[src/rtl/cpu_pkg.sv]
// cpu_pkg: shared state encodings, port indices and RAM geometry for the data-RAM arbiter
package cpu_pkg;
  localparam logic [1:0] ST_IDLE = 2'd0;
  localparam logic [1:0] ST_ACCESS = 2'd1;
  localparam logic [1:0] ST_DONE = 2'd2;
  typedef enum logic [1:0] {
    S_IDLE = ST_IDLE,
    S_ACCESS = ST_ACCESS,
    S_DONE = ST_DONE
  } arb_state_t;
  localparam logic PORT_CPU = 1'b0;
  localparam logic PORT_DBG = 1'b1;
  localparam int RAM_ADDR_W = 3;
  localparam int RAM_DATA_W = 16;
endpackage

[src/rtl/ram_arb_pick.sv]
// ram_arb_pick: chooses the next RAM owner from two requests, optionally excluding the current owner
module ram_arb_pick
  import cpu_pkg::*;
#(
  parameter bit FIXED_PRI = 1'b0
) (
  input  logic req0,
  input  logic req1,
  input  logic last_owner,
  input  logic exclude_valid,
  input  logic exclude_idx,
  output logic grant_valid,
  output logic grant_idx
);
  logic r0, r1;
  // Masked requests; on a tie either port 0 or the port not served last wins
  always_comb begin
    r0 = req0 && !(exclude_valid && exclude_idx == PORT_CPU);
    r1 = req1 && !(exclude_valid && exclude_idx == PORT_DBG);
    grant_valid = r0 || r1;
    grant_idx = (r0 && r1) ? (FIXED_PRI ? PORT_CPU : !last_owner) : r1;
  end
endmodule

[src/rtl/ram_arbiter.sv]
// ram_arbiter: serialises two requesters onto the single-port data RAM, one access per grant
module ram_arbiter
  import cpu_pkg::*;
#(
  parameter int ADDR_W = RAM_ADDR_W,
  parameter int DATA_W = RAM_DATA_W,
  parameter int FIXED_PRI = 0
) (
  input  logic              clk,
  input  logic              n_reset,
  input  logic              req0,
  input  logic              req1,
  input  logic              we0,
  input  logic              we1,
  input  logic [ADDR_W-1:0] addr0,
  input  logic [ADDR_W-1:0] addr1,
  input  logic [DATA_W-1:0] wdata0,
  input  logic [DATA_W-1:0] wdata1,
  output logic              ack0,
  output logic              ack1,
  output logic [DATA_W-1:0] rdata0,
  output logic [DATA_W-1:0] rdata1,
  output logic              mem_we,
  output logic [ADDR_W-1:0] mem_addr,
  output logic [DATA_W-1:0] mem_wdata,
  input  logic [DATA_W-1:0] mem_rdata
);
  arb_state_t state, state_nx;
  logic owner, last_owner, l_we, grant_valid, grant_idx, take;
  ram_arb_pick #(.FIXED_PRI(FIXED_PRI != 0)) u_pick (
    .req0(req0),
    .req1(req1),
    .last_owner(last_owner),
    .exclude_valid(state == S_DONE),
    .exclude_idx(owner),
    .grant_valid(grant_valid),
    .grant_idx(grant_idx)
  );
  // Next state and decoded outputs; ACCESS and DONE each last exactly one cycle
  always_comb begin
    take = (state == S_IDLE || state == S_DONE) && grant_valid;
    state_nx = (state == S_ACCESS) ? S_DONE : take ? S_ACCESS : S_IDLE;
    mem_we = (state == S_ACCESS) && l_we;
    ack0 = (state == S_DONE) && owner == PORT_CPU;
    ack1 = (state == S_DONE) && owner == PORT_DBG;
  end
  // State, latched request, round-robin history and per-port read data
  always_ff @(posedge clk or negedge n_reset) begin
    if (!n_reset) begin
      state <= S_IDLE;
      owner <= PORT_CPU;
      last_owner <= PORT_DBG;
      l_we <= 1'b0;
      mem_addr <= '0;
      mem_wdata <= '0;
      rdata0 <= '0;
      rdata1 <= '0;
    end else begin
      state <= state_nx;
      if (take) begin
        owner <= grant_idx;
        l_we <= grant_idx ? we1 : we0;
        mem_addr <= grant_idx ? addr1 : addr0;
        mem_wdata <= grant_idx ? wdata1 : wdata0;
      end
      if (state == S_DONE) last_owner <= owner;
      if (state == S_ACCESS && owner == PORT_CPU) rdata0 <= mem_rdata;
      if (state == S_ACCESS && owner == PORT_DBG) rdata1 <= mem_rdata;
    end
  end
endmodule

[config.mk]
export PLATFORM = sky130hd
export DESIGN_NAME = ram_arbiter
export DESIGN_NICKNAME = d
export VERILOG_FILES = /design/src/rtl/cpu_pkg.sv /design/src/rtl/ram_arb_pick.sv /design/src/rtl/ram_arbiter.sv
export SDC_FILE = /design/constraint.sdc
export NUM_CORES = 1
export LEC_CHECK = 0
export ABC_AREA = 1
export CAP_MARGIN = 25
export CORE_MARGIN = 1.5
export CORE_UTILIZATION = 43
export CTS_BUF_LIST = sky130_fd_sc_hd__clkbuf_2 sky130_fd_sc_hd__clkbuf_4 sky130_fd_sc_hd__clkbuf_8
export DETAILED_ROUTE_END_ITERATION = 7
export HOLD_SLACK_MARGIN = 0.06
export PLACE_DENSITY = 0.82
export SLEW_MARGIN = 30
export SYNTH_ARGS = -nofsm -noshare
export SYNTH_HDL_FRONTEND = slang
export SYNTH_SLANG_ARGS = --single-unit
export TNS_END_PERCENT = 30
[constraint.sdc]
create_clock -name clk -period 1.6 [get_ports clk]
set_input_delay 0.32 -clock clk [delete_from_list [all_inputs] [get_ports clk]]
set_output_delay 0.32 -clock clk [all_outputs]
set_load 0.005 [all_outputs]
[After elaboration in Yosys (flattened, before gate mapping)]
Cells that the tools add are included.
Storage, ports and cells
  output and inout bits: 54
  bits in registers: 56
  input port bits: 60
  word-level logic and storage cells: 32
Operators by class
  bitwise logic cells: 1
  equality and inequality tests: 2
  reductions and logical operators: 15
  multiplexer cells: 6
Operator list (count)
  $mux W16: 1
  $logic_and A1 B1 Y1: 9
  $logic_not A1 Y1: 3
  $mux W1: 3
  $mux W3: 1
  $eq A2 B1 Y1 const B: 1
  $eq A2 B2 Y1 const B: 1
  $logic_not A2 Y1: 1
  $logic_or A1 B1 Y1: 2
  $mux W2: 1
  $not A1 Y1: 1

[Depth between registers and ports, before layout]
  word-level depth: 8
  depth in mapped cells: 9
  mapped depth without buffers: 8

[By module]
A second synthesis with hierarchy kept.
Second synthesis, totals
  cells, all modules: 322
  area, all modules: 2616.3 µm²
Modules (own cells, without submodules)
  ram_arbiter: times used 1, seq. area each 1402.6 µm², area each 2577.5 µm², cells each 312
  ram_arb_pick: times used 1, seq. area each 0.0 µm², area each 38.8 µm², cells each 10

[Worst setup path before layout]
Ideal clock, no wire load.
  path type: flip-flop to flip-flop
  start: reg state[0]
  end: reg mem_wdata[12]
  clock period less this slack: 1.218 ns
  stages on the path, launching flop included: 8
  library setup time: 0.117 ns
  path buffers: 1
  required time: 1.483 ns
  setup slack: 0.382 ns
  data arrival time: 1.101 ns
  cell sequence: dfrtp_1 > inv_2 > nand3_2 > nand3_1 > buf_2 > nand3_1 > nand3_2 > nand2_1
On the way
  cells in the longest elaborated chain, start to end: 7
  elaborated cells on any way between the ends: 14
  those cells by class: eq/ne (1); mux (2); reduce/logical (11)
RTL lines
  start: declaration: RTL line ram_arbiter.sv:28  | arb_state_t state, state_nx;
  start signal: assignment: RTL line ram_arbiter.sv:59  | state <= state_nx;
  $eq A2 B2 Y1: RTL line ram_arbiter.sv:34, ram_arbiter.sv:41
  $logic_and A1 B1 Y1 (on tied branches): RTL line ram_arb_pick.sv:18, ram_arb_pick.sv:19
  $logic_not A1 Y1 (on tied branches): RTL line ram_arb_pick.sv:18, ram_arb_pick.sv:19
  $logic_and A1 B1 Y1 (on tied branches): RTL line ram_arb_pick.sv:18, ram_arb_pick.sv:19
  $logic_and A1 B1 Y1: RTL line ram_arb_pick.sv:21  | grant_idx = (r0 && r1) ? (FIXED_PRI ? PORT_CPU : !last_owner) : r1;
  $mux W1: RTL line ram_arb_pick.sv:21
  $mux W16: RTL line ram_arbiter.sv:64  | mem_wdata <= grant_idx ? wdata1 : wdata0;
  end signal: assignment: RTL line ram_arbiter.sv:64
  end: declaration: RTL line ram_arbiter.sv:25  | output logic [DATA_W-1:0] mem_wdata,
Several ways; a longest one is shown, not always the timed one.
A chain may end at the register's enable or synchronous reset.

[Worst setup path after layout]
  start: reg mem_wdata[15]
  end: out mem_wdata[15]
No word-level cell between the ends.

==> insert_results.sql <==
INSERT INTO impl_metrics (metric_group, metric, value, unit) VALUES
('pwr', 'total_power', '6.41', 'mW'),
('worst_setup_path', 'end_kind', 'output port', ''),
('timing', 'slew_headroom', '0.695', ''),
('pwr', 'p_leak', '2.06', 'nW'),
('route', 'routedLengthMet1', '2670', 'um'),
('global_route', 'grt_first_pass_wirelength', '10300', 'um'),
('route', 'highest_layer', 'met4', ''),
('route', 'drt-vias-per-instance', '4.63', ''),
('synth', 'synth.most_common_cell', 'sky130_fd_sc_hd__nand2_1', ''),
('synth', 'top_ff_cell_synth', 'sky130_fd_sc_hd__dfrtp_1', ''),
('clock_tree', 'clk_lat_worst_skew', '0.30', 'ns'),
('floorplanning', 'die_y', '80.0', 'um'),
('finish', 'fin_util', '0.709', ''),
('global_route', 'antenna_found_initial', '0', ''),
('finish', 'sequential_cell_area', '0.00140', 'sq mm'),
('synth', 'total_standard_cell_area_after_synthesis', '0.00255', 'sq mm'),
('route', 'route.vias.total', '2361', ''),
('floorplanning', 'floorplan.core_area', '0.00561', 'sq mm'),
('timing', 'period_needed', '1.52', 'ns'),
('route', 'routed-wl-met3', '336', 'um'),
('worst_setup_path', 'worst-setup-path-type', 'flop to output port', ''),
('route', 'antenna_violating_nets_post_route', '0', ''),
('timing', 'clock-skew-final', '0.00798', 'ns'),
('worst_setup_path', 'cpLargestDelayFamily', 'buffers and inverters', ''),
('global_route', 'global_route.usage.total', '0.205', ''),
('floorplanning', 'total_die_area', '0.00640', 'sq mm'),
('worst_setup_path', 'worst_r2r_startpoint', 'state[0]', ''),
('worst_setup_path', 'cp_slowest_cell', 'sky130_fd_sc_hd__clkdlybuf4s50_1', ''),
('timing', 'worst_pin_slew', '0.458', 'ns'),
('route', 'route.detailed.wl_per_inst', '12.3', 'um'),
('timing', 'grt_setup_unrepaired', 'no', ''),
('worst_setup_path', 'worstPathArrival', '1.20', 'ns'),
('run_status', 'run_status', 'complete, no violations', ''),
('synth', 'synth_top_cell_by_area', 'sky130_fd_sc_hd__dfrtp_1', ''),
('finish', 'final.fill_count', '422', ''),
('timing', 'timing.final.hold_violations', '0', ''),
('floorplanning', 'fp.dieW', '80.0', 'um'),
('clock_tree', 'tritoncts', 'built', ''),
('worst_setup_path', 'endpoint', 'mem_wdata[15]', ''),
('synth', 'syn-num-nets', '375', ''),
('place', 'dpl_worst_slack', '0.0224', 'ns'),
('timing', 'final.hold.worst_slack', '0.487', 'ns'),
('place', 'place_hpwl', '4600', 'um'),
('place', 'globalplace.congestion', '0.763', ''),
('global_route', 'grt_overflow_total', '0', ''),
('synth', 'asyncSetResetFlopFracSynth', '1.00', ''),
('clock_tree', 'clkTransAtPathRegs', '0.10', 'ns'),
('timing', 'period_share', '0.952', ''),
('worst_setup_path', 'regToRegSetupSlack', '0.13', 'ns'),
('worst_setup_path', 'path_cells', 'clkdlybuf4s50_1', ''),
('worst_setup_path', 'worst-path-buf-inv', '1', ''),
('timing', 'finalWorstSetupSlack', '0.0762', 'ns'),
('pwr', 'power.ir.vdd_worst', '0.754', 'mV'),
('route', 'drt_first_pass_iters', '4', ''),
('route', 'drc', '0', ''),
('job', 'timing.max_cap.violations', '0', ''),
('finish', 'nets', '497', ''),
('floorplanning', 'initial_core_util', '0.454', ''),
('clock_tree', 'ctsHtreeMaxLevel', '2', ''),
('route', 'number_of_drc_markers_after_the_initial_detailed_route_iteration', '115', ''),
('min_path', 'hp-class', 'primary input to asynchronous set/reset pin', ''),
('clock_tree', 'cts_inserted_buffers', '5', ''),
('synth', 'synth_enable_flop_cells', '0', ''),
('floorplanning', 'num_io_pins', '114', ''),
('place', 'place.port_buffers', '113', ''),
('finish', 'area_overhead_vs_synth', '56.0', '%'),
('worst_setup_path', 'setup.worst_path.start_class', 'flop', ''),
('timing', 'timing_max_transition_violations_final', '0', ''),
('timing', 'timing.final.setup_violations', '0', ''),
('worst_setup_path', 'path_depth', '1', ''),
('clock_tree', 'cts_root_buf', 'sky130_fd_sc_hd__clkbuf_8', '');
## cell type report
cell class	count	share of cell area
well taps	72	0.0227
clock inverters	2	0.00409
inverters	62	0.0585
multi-input cells	181	0.210
flip-flops and latches	56	0.353
repair buffers	131	0.333
clock buffers	6	0.0192
## layout by cell type (no fill, tap or decap), drive strengths merged
cell type and n:
nand2 101, a21oi 1, dlymetal6s2s 1, clkdlybuf4s50 108, and3 1, nor2 1, inv 62, clkdlybuf4s15 1
clkbuf 7, clkinv 1, dlygate4sd2 2, dlygate4sd3 1, nand3 43, buf 17, dfrtp 55, o21ai 34
clkinvlp 1, dfstp 1
## cell families (layout without fill, tap and decap cells)
family	Yosys count	in the layout	share of synthesized area
AO/OA/AOI/OAI	35	35	0.0702
flip-flops	56	56	0.550
buffers and inverters	78	201	0.128
AND/OR/NAND/NOR	146	146	0.251
## worst min-delay path by stage
stage | start | to | slack (ns)
6_report | n_reset | rdata0[15] | 0.49
5_1_grt | mem_addr[2] | mem_addr[2] | 0.51
3_3_place_gp | n_reset | rdata1[15] | 0.28
4_1_cts | n_reset | rdata0[15] | 0.49
2_1_floorplan | n_reset | l_we | 0.02
3_5_place_dp | n_reset | rdata0[15] | 0.29
## state kept, by name, summed over array words and instances (netlist names)
register	flops
mem_wdata	16
state	2
l_we	1
owner	1
mem_addr	3
rdata1	16
last_owner	1
rdata0	16
## per-layer routing
layer  track usage  up-vias
met2         0.344       77
met1         0.265     1079
met5             0        -
met4        0.0741        0
met3        0.0377        9
li1              -     1196
## through the flow
stage                     cell area (sq um)  std cells
after floorplan                        2550        315
after global placement                 3800        496
after detailed placement               3800        496
after CTS                              3920        508
after global routing                   3980        510
final                                  3980        510
## timing repair
item / 4_1_cts / 5_1_grt
gates cloned: 0 / 1
endpoints found under the setup margin: 3 / 8
endpoints found under the hold margin: 17 / 0
setup buffers: 3 / 1
hold buffers: 1 / 0
gates resized for setup: 4 / 6
## report_power, final
| part | internal (mW) | total, mW | leakage [nW] | switching (mW) |
|---|---|---|---|---|
| Sequential | 2.12 | 2.53 | 0.681 | 0.407 |
| Clock | 0.329 | 0.773 | 0.0448 | 0.444 |
| Combinational | 1.80 | 3.11 | 1.33 | 1.31 |
| Total | 4.25 | 6.41 | 2.06 | 2.16 |
No activity file was read; power rests on OpenSTA's default activity.
